==> src/rtl/asu_riscv_multdiv_pkg.sv <==
`default_nettype none
// +--------------------------------------------------------------------+
// | asu_riscv_multdiv_pkg: shared types/helpers for the M-ext unit     |
// | Rev 1.0                                                            |
// +--------------------------------------------------------------------+
package asu_riscv_multdiv_pkg;

  typedef enum logic [2:0] {
    MD_MUL    = 3'd0,
    MD_MULH   = 3'd1,
    MD_MULHSU = 3'd2,
    MD_MULHU  = 3'd3,
    MD_DIV    = 3'd4,
    MD_DIVU   = 3'd5,
    MD_REM    = 3'd6,
    MD_REMU   = 3'd7
  } md_op;

  typedef enum logic [1:0] {
    IDLE = 2'd0,
    CALC = 2'd1,
    FIX  = 2'd2,
    DONE = 2'd3
  } md_state;

  function automatic logic is_div(input md_op op);
    return op inside {MD_DIV, MD_DIVU, MD_REM, MD_REMU};
  endfunction

  function automatic logic is_rem(input md_op op);
    return op inside {MD_REM, MD_REMU};
  endfunction

  function automatic logic is_signed_a(input md_op op);
    return op inside {MD_MULH, MD_MULHSU, MD_DIV, MD_REM};
  endfunction

  function automatic logic is_signed_b(input md_op op);
    return op inside {MD_MULH, MD_DIV, MD_REM};
  endfunction

endpackage
`default_nettype wire

==> src/rtl/asu_riscv_mul_chunk.sv <==
`default_nettype none
// +--------------------------------------------------------------------+
// | asu_riscv_mul_chunk: |a| x one op_b slice plus accumulator top half|
// | Rev 1.0                                                            |
// +--------------------------------------------------------------------+
module asu_riscv_mul_chunk #(
  parameter int XLEN      = 32,
  parameter int MUL_CHUNK = 8
) (
  input  logic [XLEN-1:0]           mag_a,
  input  logic [MUL_CHUNK-1:0]      b_slice,
  input  logic [XLEN-1:0]           acc_hi,
  output logic [XLEN+MUL_CHUNK-1:0] sum
);
  localparam int c_PP_W = XLEN + MUL_CHUNK;

  logic [c_PP_W-1:0] w_pp;

  // Sum is bounded by (2^XLEN-1)*2^MUL_CHUNK, so it never overflows c_PP_W.
  assign w_pp = c_PP_W'(mag_a) * c_PP_W'(b_slice);
  assign sum  = w_pp + c_PP_W'(acc_hi);

endmodule
`default_nettype wire

==> src/rtl/asu_riscv_multdiv_seq.sv <==
`default_nettype none
// +--------------------------------------------------------------------+
// | asu_riscv_multdiv_seq: iterative RV32M/RV64M multiply-divide unit  |
// | Rev 1.0                                                            |
// +--------------------------------------------------------------------+
module asu_riscv_multdiv_seq
  import asu_riscv_multdiv_pkg::*;
#(
  parameter int XLEN      = 32,
  parameter int MUL_CHUNK = 8
) (
  input  logic            clk,
  input  logic            rst,
  input  logic            valid_i,
  output logic            ready_o,
  input  logic            kill_i,
  input  logic [2:0]      operator_i,
  input  logic [XLEN-1:0] op_a_i,
  input  logic [XLEN-1:0] op_b_i,
  output logic            valid_o,
  input  logic            ready_i,
  output logic [XLEN-1:0] result_o
);
  localparam int              c_MUL_STEPS = XLEN / MUL_CHUNK;
  localparam int              c_CNT_W     = $clog2(XLEN);
  localparam logic [XLEN-1:0] c_INT_MIN   = {1'b1, {(XLEN-1){1'b0}}};

  if ((XLEN != 32 && XLEN != 64) || (XLEN % MUL_CHUNK != 0) ||
      !(MUL_CHUNK == 1 || MUL_CHUNK == 2 || MUL_CHUNK == 4 ||
        MUL_CHUNK == 8 || MUL_CHUNK == 16)) begin : g_bad_param
    $error("asu_riscv_multdiv_seq: illegal XLEN/MUL_CHUNK combination");
  end

  md_state              r_state, w_state_next;
  md_op                 r_op, w_op;
  logic [XLEN-1:0]      r_a, r_b, r_quo, r_rem, r_result;
  logic [2*XLEN-1:0]    r_acc;
  logic [c_CNT_W-1:0]   r_cnt;
  logic                 r_neg, r_special;

  logic                      w_accept, w_sa, w_sb;
  logic                      w_div_zero, w_div_ovf, w_special;
  logic [XLEN-1:0]           w_mag_a, w_mag_b, w_special_val;
  logic [XLEN+MUL_CHUNK-1:0] w_mul_sum;
  logic [2*XLEN-1:0]         w_acc_next, w_prod;
  logic [XLEN:0]             w_trial_in, w_trial;
  logic [XLEN-1:0]           w_rem_next, w_quo_fix, w_rem_fix, w_fix_result;

  assign w_op     = md_op'(operator_i);
  assign ready_o  = (r_state == IDLE);
  assign valid_o  = (r_state == DONE);
  assign result_o = r_result;
  assign w_accept = valid_i & ready_o & ~kill_i;

  assign w_sa    = is_signed_a(w_op) & op_a_i[XLEN-1];
  assign w_sb    = is_signed_b(w_op) & op_b_i[XLEN-1];
  assign w_mag_a = w_sa ? -op_a_i : op_a_i;
  assign w_mag_b = w_sb ? -op_b_i : op_b_i;

  // Divide-by-zero and INT_MIN/-1 are resolved at accept and skip CALC.
  assign w_div_zero    = is_div(w_op) && (op_b_i == '0);
  assign w_div_ovf     = is_div(w_op) && is_signed_b(w_op) &&
                         (op_a_i == c_INT_MIN) && (op_b_i == '1);
  assign w_special     = w_div_zero || w_div_ovf;
  assign w_special_val = w_div_zero ? (is_rem(w_op) ? op_a_i : '1)
                                    : (is_rem(w_op) ? '0 : op_a_i);

  asu_riscv_mul_chunk #(
    .XLEN      (XLEN),
    .MUL_CHUNK (MUL_CHUNK)
  ) u_mul_chunk (
    .mag_a   (r_a),
    .b_slice (r_b[MUL_CHUNK-1:0]),
    .acc_hi  (r_acc[2*XLEN-1:XLEN]),
    .sum     (w_mul_sum)
  );
  assign w_acc_next = {w_mul_sum, r_acc[XLEN-1:MUL_CHUNK]};

  // Restoring divide step: r_quo shifts the dividend out and quotient bits in.
  assign w_trial_in = {r_rem, r_quo[XLEN-1]};
  assign w_trial    = w_trial_in - {1'b0, r_b};
  assign w_rem_next = w_trial[XLEN] ? w_trial_in[XLEN-1:0] : w_trial[XLEN-1:0];

  assign w_prod    = r_neg ? -r_acc : r_acc;
  assign w_quo_fix = r_neg ? -r_quo : r_quo;
  assign w_rem_fix = r_neg ? -r_rem : r_rem;

  always_comb begin
    w_fix_result = '0;
    if (r_special) begin
      w_fix_result = r_quo;
    end else begin
      case (r_op)
        MD_MUL:                       w_fix_result = w_prod[XLEN-1:0];
        MD_MULH, MD_MULHSU, MD_MULHU: w_fix_result = w_prod[2*XLEN-1:XLEN];
        MD_DIV, MD_DIVU:              w_fix_result = w_quo_fix;
        default:                      w_fix_result = w_rem_fix;
      endcase
    end
  end

  always_comb begin
    w_state_next = r_state;
    case (r_state)
      IDLE:    if (w_accept) w_state_next = w_special ? FIX : CALC;
      CALC:    if (r_cnt == '0) w_state_next = FIX;
      FIX:     w_state_next = DONE;
      DONE:    if (ready_i) w_state_next = IDLE;
      default: w_state_next = IDLE;
    endcase
    if (kill_i) w_state_next = IDLE;
  end

  always_ff @(posedge clk) begin
    if (rst) r_state <= IDLE;
    else     r_state <= w_state_next;
  end

  always_ff @(posedge clk) begin
    if (rst) begin
      r_op      <= MD_MUL;
      r_a       <= '0;
      r_b       <= '0;
      r_acc     <= '0;
      r_quo     <= '0;
      r_rem     <= '0;
      r_cnt     <= '0;
      r_neg     <= 1'b0;
      r_special <= 1'b0;
      r_result  <= '0;
    end else if (w_accept) begin
      r_op      <= w_op;
      r_a       <= w_mag_a;
      r_b       <= w_mag_b;
      r_acc     <= '0;
      r_quo     <= w_special ? w_special_val : w_mag_a;
      r_rem     <= '0;
      r_neg     <= is_rem(w_op) ? w_sa : (w_sa ^ w_sb);
      r_special <= w_special;
      r_cnt     <= is_div(w_op) ? c_CNT_W'(XLEN - 1) : c_CNT_W'(c_MUL_STEPS - 1);
    end else if (r_state == CALC) begin
      r_cnt <= r_cnt - 1'b1;
      if (is_div(r_op)) begin
        r_rem <= w_rem_next;
        r_quo <= {r_quo[XLEN-2:0], ~w_trial[XLEN]};
      end else begin
        r_acc <= w_acc_next;
        r_b   <= r_b >> MUL_CHUNK;
      end
    end else if (r_state == FIX) begin
      r_result <= w_fix_result;
    end
  end

endmodule
`default_nettype wire
==> config.mk <==
export PLATFORM = sky130hd
export DESIGN_NAME = asu_riscv_multdiv_seq
export DESIGN_NICKNAME = d
export VERILOG_FILES = /design/src/rtl/asu_riscv_multdiv_pkg.sv /design/src/rtl/asu_riscv_mul_chunk.sv /design/src/rtl/asu_riscv_multdiv_seq.sv
export SDC_FILE = /design/constraint.sdc
export NUM_CORES = 2
export LEC_CHECK = 0
export ABC_AREA = 1
export BUFFER_PORTS_ARGS = -buffer_cell sky130_fd_sc_hd__buf_4
export CAP_MARGIN = 20
export CELL_PAD_IN_SITES_DETAIL_PLACEMENT = 1
export CELL_PAD_IN_SITES_GLOBAL_PLACEMENT = 1
export CORE_ASPECT_RATIO = 1.2
export CORE_MARGIN = 2
export CORE_UTILIZATION = 41
export CTS_CLUSTER_DIAMETER = 30
export DETAILED_ROUTE_END_ITERATION = 7
export MAX_ROUTING_LAYER = met4
export PLACE_DENSITY_LB_ADDON = 0.1
export SLEW_MARGIN = 20
export SYNTH_ARGS = -nofsm -noshare
export SYNTH_HDL_FRONTEND = slang
export SYNTH_HIERARCHICAL = 1
export SYNTH_SLANG_ARGS = --single-unit
==> constraint.sdc <==
create_clock -name clk -period 4.28 [get_ports clk]
set_input_delay 0.428 -clock clk [delete_from_list [all_inputs] [get_ports clk]]
set_output_delay 0.428 -clock clk [all_outputs]
set_load 0.02 [all_outputs]
**Yosys cells after proc, flatten, opt, wreduce, memory -nomap -nowiden**

Index checks and enable logic that the tools add are counted.

- $add $sub $neg: 8
- Multipliers: 1
- Eq/ne operators: 22
- Multiplexer cells: 27
- Bitwise operators: 10
- Reduce and logical (&&, ||, !) cells: 26

Operators with widths:

| cell | number |
|---|---|
| 32-bit two-way mux | 16 |
| 32-bit negator | 4 |
| 32-bit one-hot mux with 3 select lines | 1 |
| 32-bit == test, second input constant | 2 |
| 64-bit two-way mux | 1 |
| 64-bit negator | 1 |
| 40-bit by 32-bit adder with 40-bit output | 1 |
| 32-bit by 8-bit multiplier with 40-bit output | 1 |
| 33-bit by 32-bit subtractor with 33-bit output | 1 |
| 32-bit logical NOT | 1 |
| 3-bit == test, second input constant | 8 |
| 5-bit two-way mux | 3 |
| 4-bit nonzero test | 3 |
| 3-bit by 2-bit == test with 1-bit output, second input constant | 3 |
| 2-bit two-way mux | 4 |
| 2-bit one-hot mux with 4 select lines | 1 |
| 2-bit AND reduction | 4 |
| 3-bit by 1-bit == test with 1-bit output, second input constant | 2 |
| 3-bit AND reduction | 2 |
| 2-bit nonzero test | 3 |
| 2-bit OR reduction | 3 |
| 5-bit logical NOT | 1 |
| 1-bit inverter | 5 |
| 5-bit by 1-bit subtractor with 5-bit output, second input constant | 1 |
| 13 further kinds | 22 |

- Register bits after elaboration: 236
- Input port bits: 72
- Output and inout bits: 34
- Word-level logic and storage cells: 105

**Depth between registers and ports, before layout**

- Depth in word-level cells: 9
- Mapped depth: 28
- Depth with buffers taken out: 27

**Cells and area by module**

Netlist, hierarchy kept.

Modules (own cells, without submodules):

| module | times used | cells an instance | area each (sq um) | sequential area each (sq um) |
|---|---|---|---|---|
| asu_riscv_multdiv_seq | 1 | 3472 | 19477.4 | 4724.5 |
| asu_riscv_mul_chunk | 1 | 1505 | 9977.1 | 0.0 |

**Worst setup path after synthesis**

Ideal clock, no wire load.

- Path type: register to register
- From: reg r_b[7]
- To: reg r_acc[61]
- Library setup time: 0.110 ns
- Arrival time: 4.280 ns
- Required time: 4.170 ns
- Setup slack: -0.110 ns
- Cell stages (with the launch flop): 27
- Buffers on the path: 1
- Period minus slack after synthesis: 4.390 ns
- Path through: dfxtp_1 -> clkbuf_1 -> nand2_1 -> fa_1 -> fa_1 -> inv_1 -> fa_1 -> inv_1 -> fa_1 -> inv_1 -> ha_1 -> nand2_1 -> inv_1 -> nand2_1 -> nand2_1 -> nand2_1 -> nand3_2 -> nand2_1 -> nand2_2 -> nand2_2 -> nand2_1 -> nand2_1 -> nand2_1 -> nand2_1 -> o21ai_0 -> nand2_1 -> inv_1

- Longest elaborated chain between the ends: 2

RTL lines:

| element | RTL line | source |
|---|---|---|
| start, declared | asu_riscv_multdiv_seq.sv:36 | `logic [XLEN-1:0] r_a, r_b, r_quo, r_rem, r_result;` |
| start signal, assigned | asu_riscv_multdiv_seq.sv:134 | `r_b <= w_mag_b;` |
| start signal, assigned | asu_riscv_multdiv_seq.sv:148 | `r_b <= r_b >> MUL_CHUNK;` |
| 32-bit by 8-bit multiplier with 40-bit output | asu_riscv_mul_chunk.sv:20 | `assign w_pp = c_PP_W'(mag_a) * c_PP_W'(b_slice);` |
| 40-bit by 32-bit adder with 40-bit output | asu_riscv_mul_chunk.sv:21 | `assign sum = w_pp + c_PP_W'(acc_hi);` |
| named net w_mul_sum[37] | asu_riscv_multdiv_seq.sv:44 | `logic [XLEN+MUL_CHUNK-1:0] w_mul_sum;` |
| end signal, assigned | asu_riscv_multdiv_seq.sv:147 | `r_acc <= w_acc_next;` |
| end, declared | asu_riscv_multdiv_seq.sv:37 | `logic [2*XLEN-1:0] r_acc;` |

The timed path passes the listed nets, and every way through them passes these cells.
A chain may end at the register's enable or synchronous reset.

**Final worst setup path**

- From: reg r_b[1]
- To: reg r_acc[56]

The elaborated chain is that of the path after synthesis.

==> flow_metrics.tcl <==
set metrics [dict create \
    status "finished with violations" \
    violations "setup timing" \
    synth_fp_nets 5366 \
    fin_crit_ns 4.84 \
    final.setup.tns_ns -11.99 \
    clockBufferDepth 3 \
    fill_cells 9601 \
    placement.cell_area_um2 32600 \
    synth_top_flop_cell "dfxtp_1" \
    die_h_um 298 \
    num_rows 107 \
    rsz0062_at_grt "true" \
    maxSlewHeadroom_pct 29.2 \
    viasPerCell 5.51 \
    avgSynthCellArea_um2 5.92 \
    grt_pass1_wl_mm 217 \
    drv_cap 0 \
    synth_edf_count 0 \
    synth_warnings 6 \
    clkTransAtPathRegs_ns 0.04 \
    worstPathArrival_ns 5.39 \
    async_reset_ff_share_pct 0 \
    nets 5646 \
    ctsHoldBuffers 0 \
    start_kind "flip-flop" \
    wl_per_cell_um 23.7 \
    htreeDepth 3 \
    worst_hold_slack_ns 0.161 \
    vias 34400 \
    dp_hpwl_mm 108 \
    synth_cell_type_count 53 \
    grt_overflow_total 0 \
    drive_above_1_share_pct 18.6 \
    setup_viol 31 \
    finalWirelength_mm 148 \
    end_kind "flip-flop" \
    routabilityCongestion 1.03 \
    drt-initial-drc-count 2274 \
    gr-usage-all-layers_pct 39.7 \
    ant_nets 0 \
    dieArea_um2 74000 \
    ys_seq_area_share_pct 16.0 \
    fin_crit_sh_pct 113 \
    final_util_pct 53.2 \
    clockRootBuffer "clkbuf_16" \
    io_pins 106 \
    synth_area_um2 29500 \
    hp-class "in -> reg" \
    powerDensity_nw_per_um2 284 \
    crit_type "reg -> reg" \
    cts_tree "done" \
    reg2reg_slack_ns -0.56 \
    first_pass_iters 7 \
    tightest_slew_ns 1.06 \
    vdd.ir_drop.worst_v 0.000343 \
    start_util_pct 41.4 \
    crit_fanout 4 \
    required_ns 4.83 \
    setup_slack_ns -0.560 \
    grt_pass1_vias 36500 \
    coreArea_um2 71100 \
    fp.dieW_um 249 \
    power.leakage_uw 0.0213 \
    maxSlewViolCount 0 \
    drc_errors 0 \
    numPortBuffers 105 \
    timing.fmax_ghz 0.207 \
    cts_sinks 236 \
    areaGrowthSynthToFinish_pct 28.3 \
    clk_latency_ns 0.63 \
    design_area_um2 37800 \
    antenna_found_initial 2 \
    cts-buffers-inserted 71 \
    synth.ff_latch_count 236 \
    syn_inst 4977 \
    finalClockSkew_ns 0.0295 \
    hold_violations 0 \
    grt_max_degree 104 \
    finalPower_uw 10700 \
]
-- layout by cell type, fill, tap and decap left out, types with 10 or more instances in the layout --
cell type,n
clkinvlp_4,11
xor2_1,54
nand3b_1,25
nand4_1,46
xnor2_1,18
nor3_1,25
fa_2,16
buf_6,23
buf_12,44
o21ai_2,10
nand2_1,1471
ha_1,74
dfxtp_1,211
nand3_1,295
clkbuf_16,74
nand2_2,115
nor2_2,23
nor2_1,402
buf_4,315
o21ai_0,238
fa_1,197
o21ai_1,32
ha_4,30
nor2_4,34
a22o_1,30
nand3_2,12
a31oi_1,10
nand2_4,45
dfxtp_2,16
a21oi_2,24
inv_1,864
a21oi_1,276
inv_2,87
clkinv_2,10
-- through the flow --
step,cells,setup slack (ns)
final,6243,-0.560
after global routing,6243,-0.678
after CTS,6221,-0.237
after detailed placement,6035,-0.559
after global placement,6035,-0.494
after floorplan,4977,0.00887
-- kinds of logic after synthesis --
| kind of cell | synth area share (%) |
|---|---|
| flip-flops | 16.0 |
| AO/OA/AOI/OAI | 12.1 |
| XOR/XNOR | 2.43 |
| buffers and inverters | 15.0 |
| AND/OR/NAND/NOR | 35.6 |
| adder cells (fa/ha/maj) | 18.9 |
-- critical path: stages (launching register included) --
cell and delay (ns):
dfxtp_4 0.37, buf_12 0.13, buf_4 0.12, buf_8 0.11, nand2_1 0.09, fa_1 0.54
inv_1 0.06, fa_1 0.49, fa_1 0.53, inv_1 0.07, fa_1 0.56, inv_2 0.09
ha_4 0.29, buf_6 0.12, nand2_4 0.07, nor2_4 0.16, nand2_4 0.10, nor3_4 0.18
nand2_2 0.11, nand2_1 0.08, nand2_1 0.07, nand2_1 0.07, nand2_1 0.07, o21ai_1 0.13
nand2_1 0.09, inv_1 0.06
-- registers in the layout, indices dropped and copies added (netlist names) --
| register | flops |
|---|---|
| r_state | 2 |
| r_cnt | 5 |
| result_o | 32 |
| r_a | 32 |
| r_rem | 32 |
| r_neg | 1 |
| r_quo | 32 |
| r_special | 1 |
| r_op | 3 |
| r_b | 32 |
| r_acc | 64 |
-- report_power, final --
| part | total [uW] | switching (uW) | internal [uW] |
|---|---|---|---|
| combinational | 2830 | 1830 | 1000 |
| sequential | 2420 | 135 | 2290 |
| clock | 5470 | 1760 | 3710 |
-- routing by layer --
layer / track usage, % / up-vias / share of wire, %
li1: - / 15800 / -
met4: 30.9 / 0 / 9.6
met5: - / - / 0
met2: 69.9 / 1205 / 50
met1: 40.1 / 16800 / 36
met3: 5.06 / 570 / 4.8
-- cells in the mapped netlist, drive strengths merged (26+ instances only) --
cell	count	area [um2]
nand3	312	1630
xor2	61	534
a22o	30	263
o21ai	281	1430
clkbuf	148	556
nor2	459	1810
nand3b	26	199
nand2	1632	6200
a21oi	301	1530
nand4	46	288
nor3	40	221
fa	213	4260
buf	41	250
inv	956	3590
ha	104	1300
dfxtp	236	4720
-- path summary, 6_finish.rpt --
path,to,cells past startpoint,from
setup reg to reg,r_acc[56]$_SDFFE_PP0P_,25,r_b[1]$_SDFFE_PP0P_
hold reg to reg,r_b[31]$_SDFFE_PP0P_,2,r_b[31]$_SDFFE_PP0P_
hold / removal,r_state[1]$_SDFFE_PP0P_,4,kill_i
setup / recovery,r_acc[56]$_SDFFE_PP0P_,25,r_b[1]$_SDFFE_PP0P_
-- final cells by class --
cell class / count / area (um2) / area share, %
multi-input cells: 3593 / 21900 / 58.0
well taps: 926 / 1160 / 3.07
inverters: 959 / 3610 / 9.56
repair buffers: 396 / 3840 / 10.2
flip-flops and latches: 236 / 4780 / 12.6
clock buffers: 88 / 1970 / 5.22
diodes: 2 / 5.00 / 0.0132
clock inverters: 43 / 512 / 1.35
-- repair_timing --
item | CTS | global route
endpoints found under the hold margin | 0 | 0
pin swaps | 171 | 128
gates resized for setup | 366 | 181
endpoints found under the setup margin | 33 | 34
gates cloned | 12 | 1
setup buffers | 44 | 22
No activity file was read; power rests on OpenSTA's default activity.
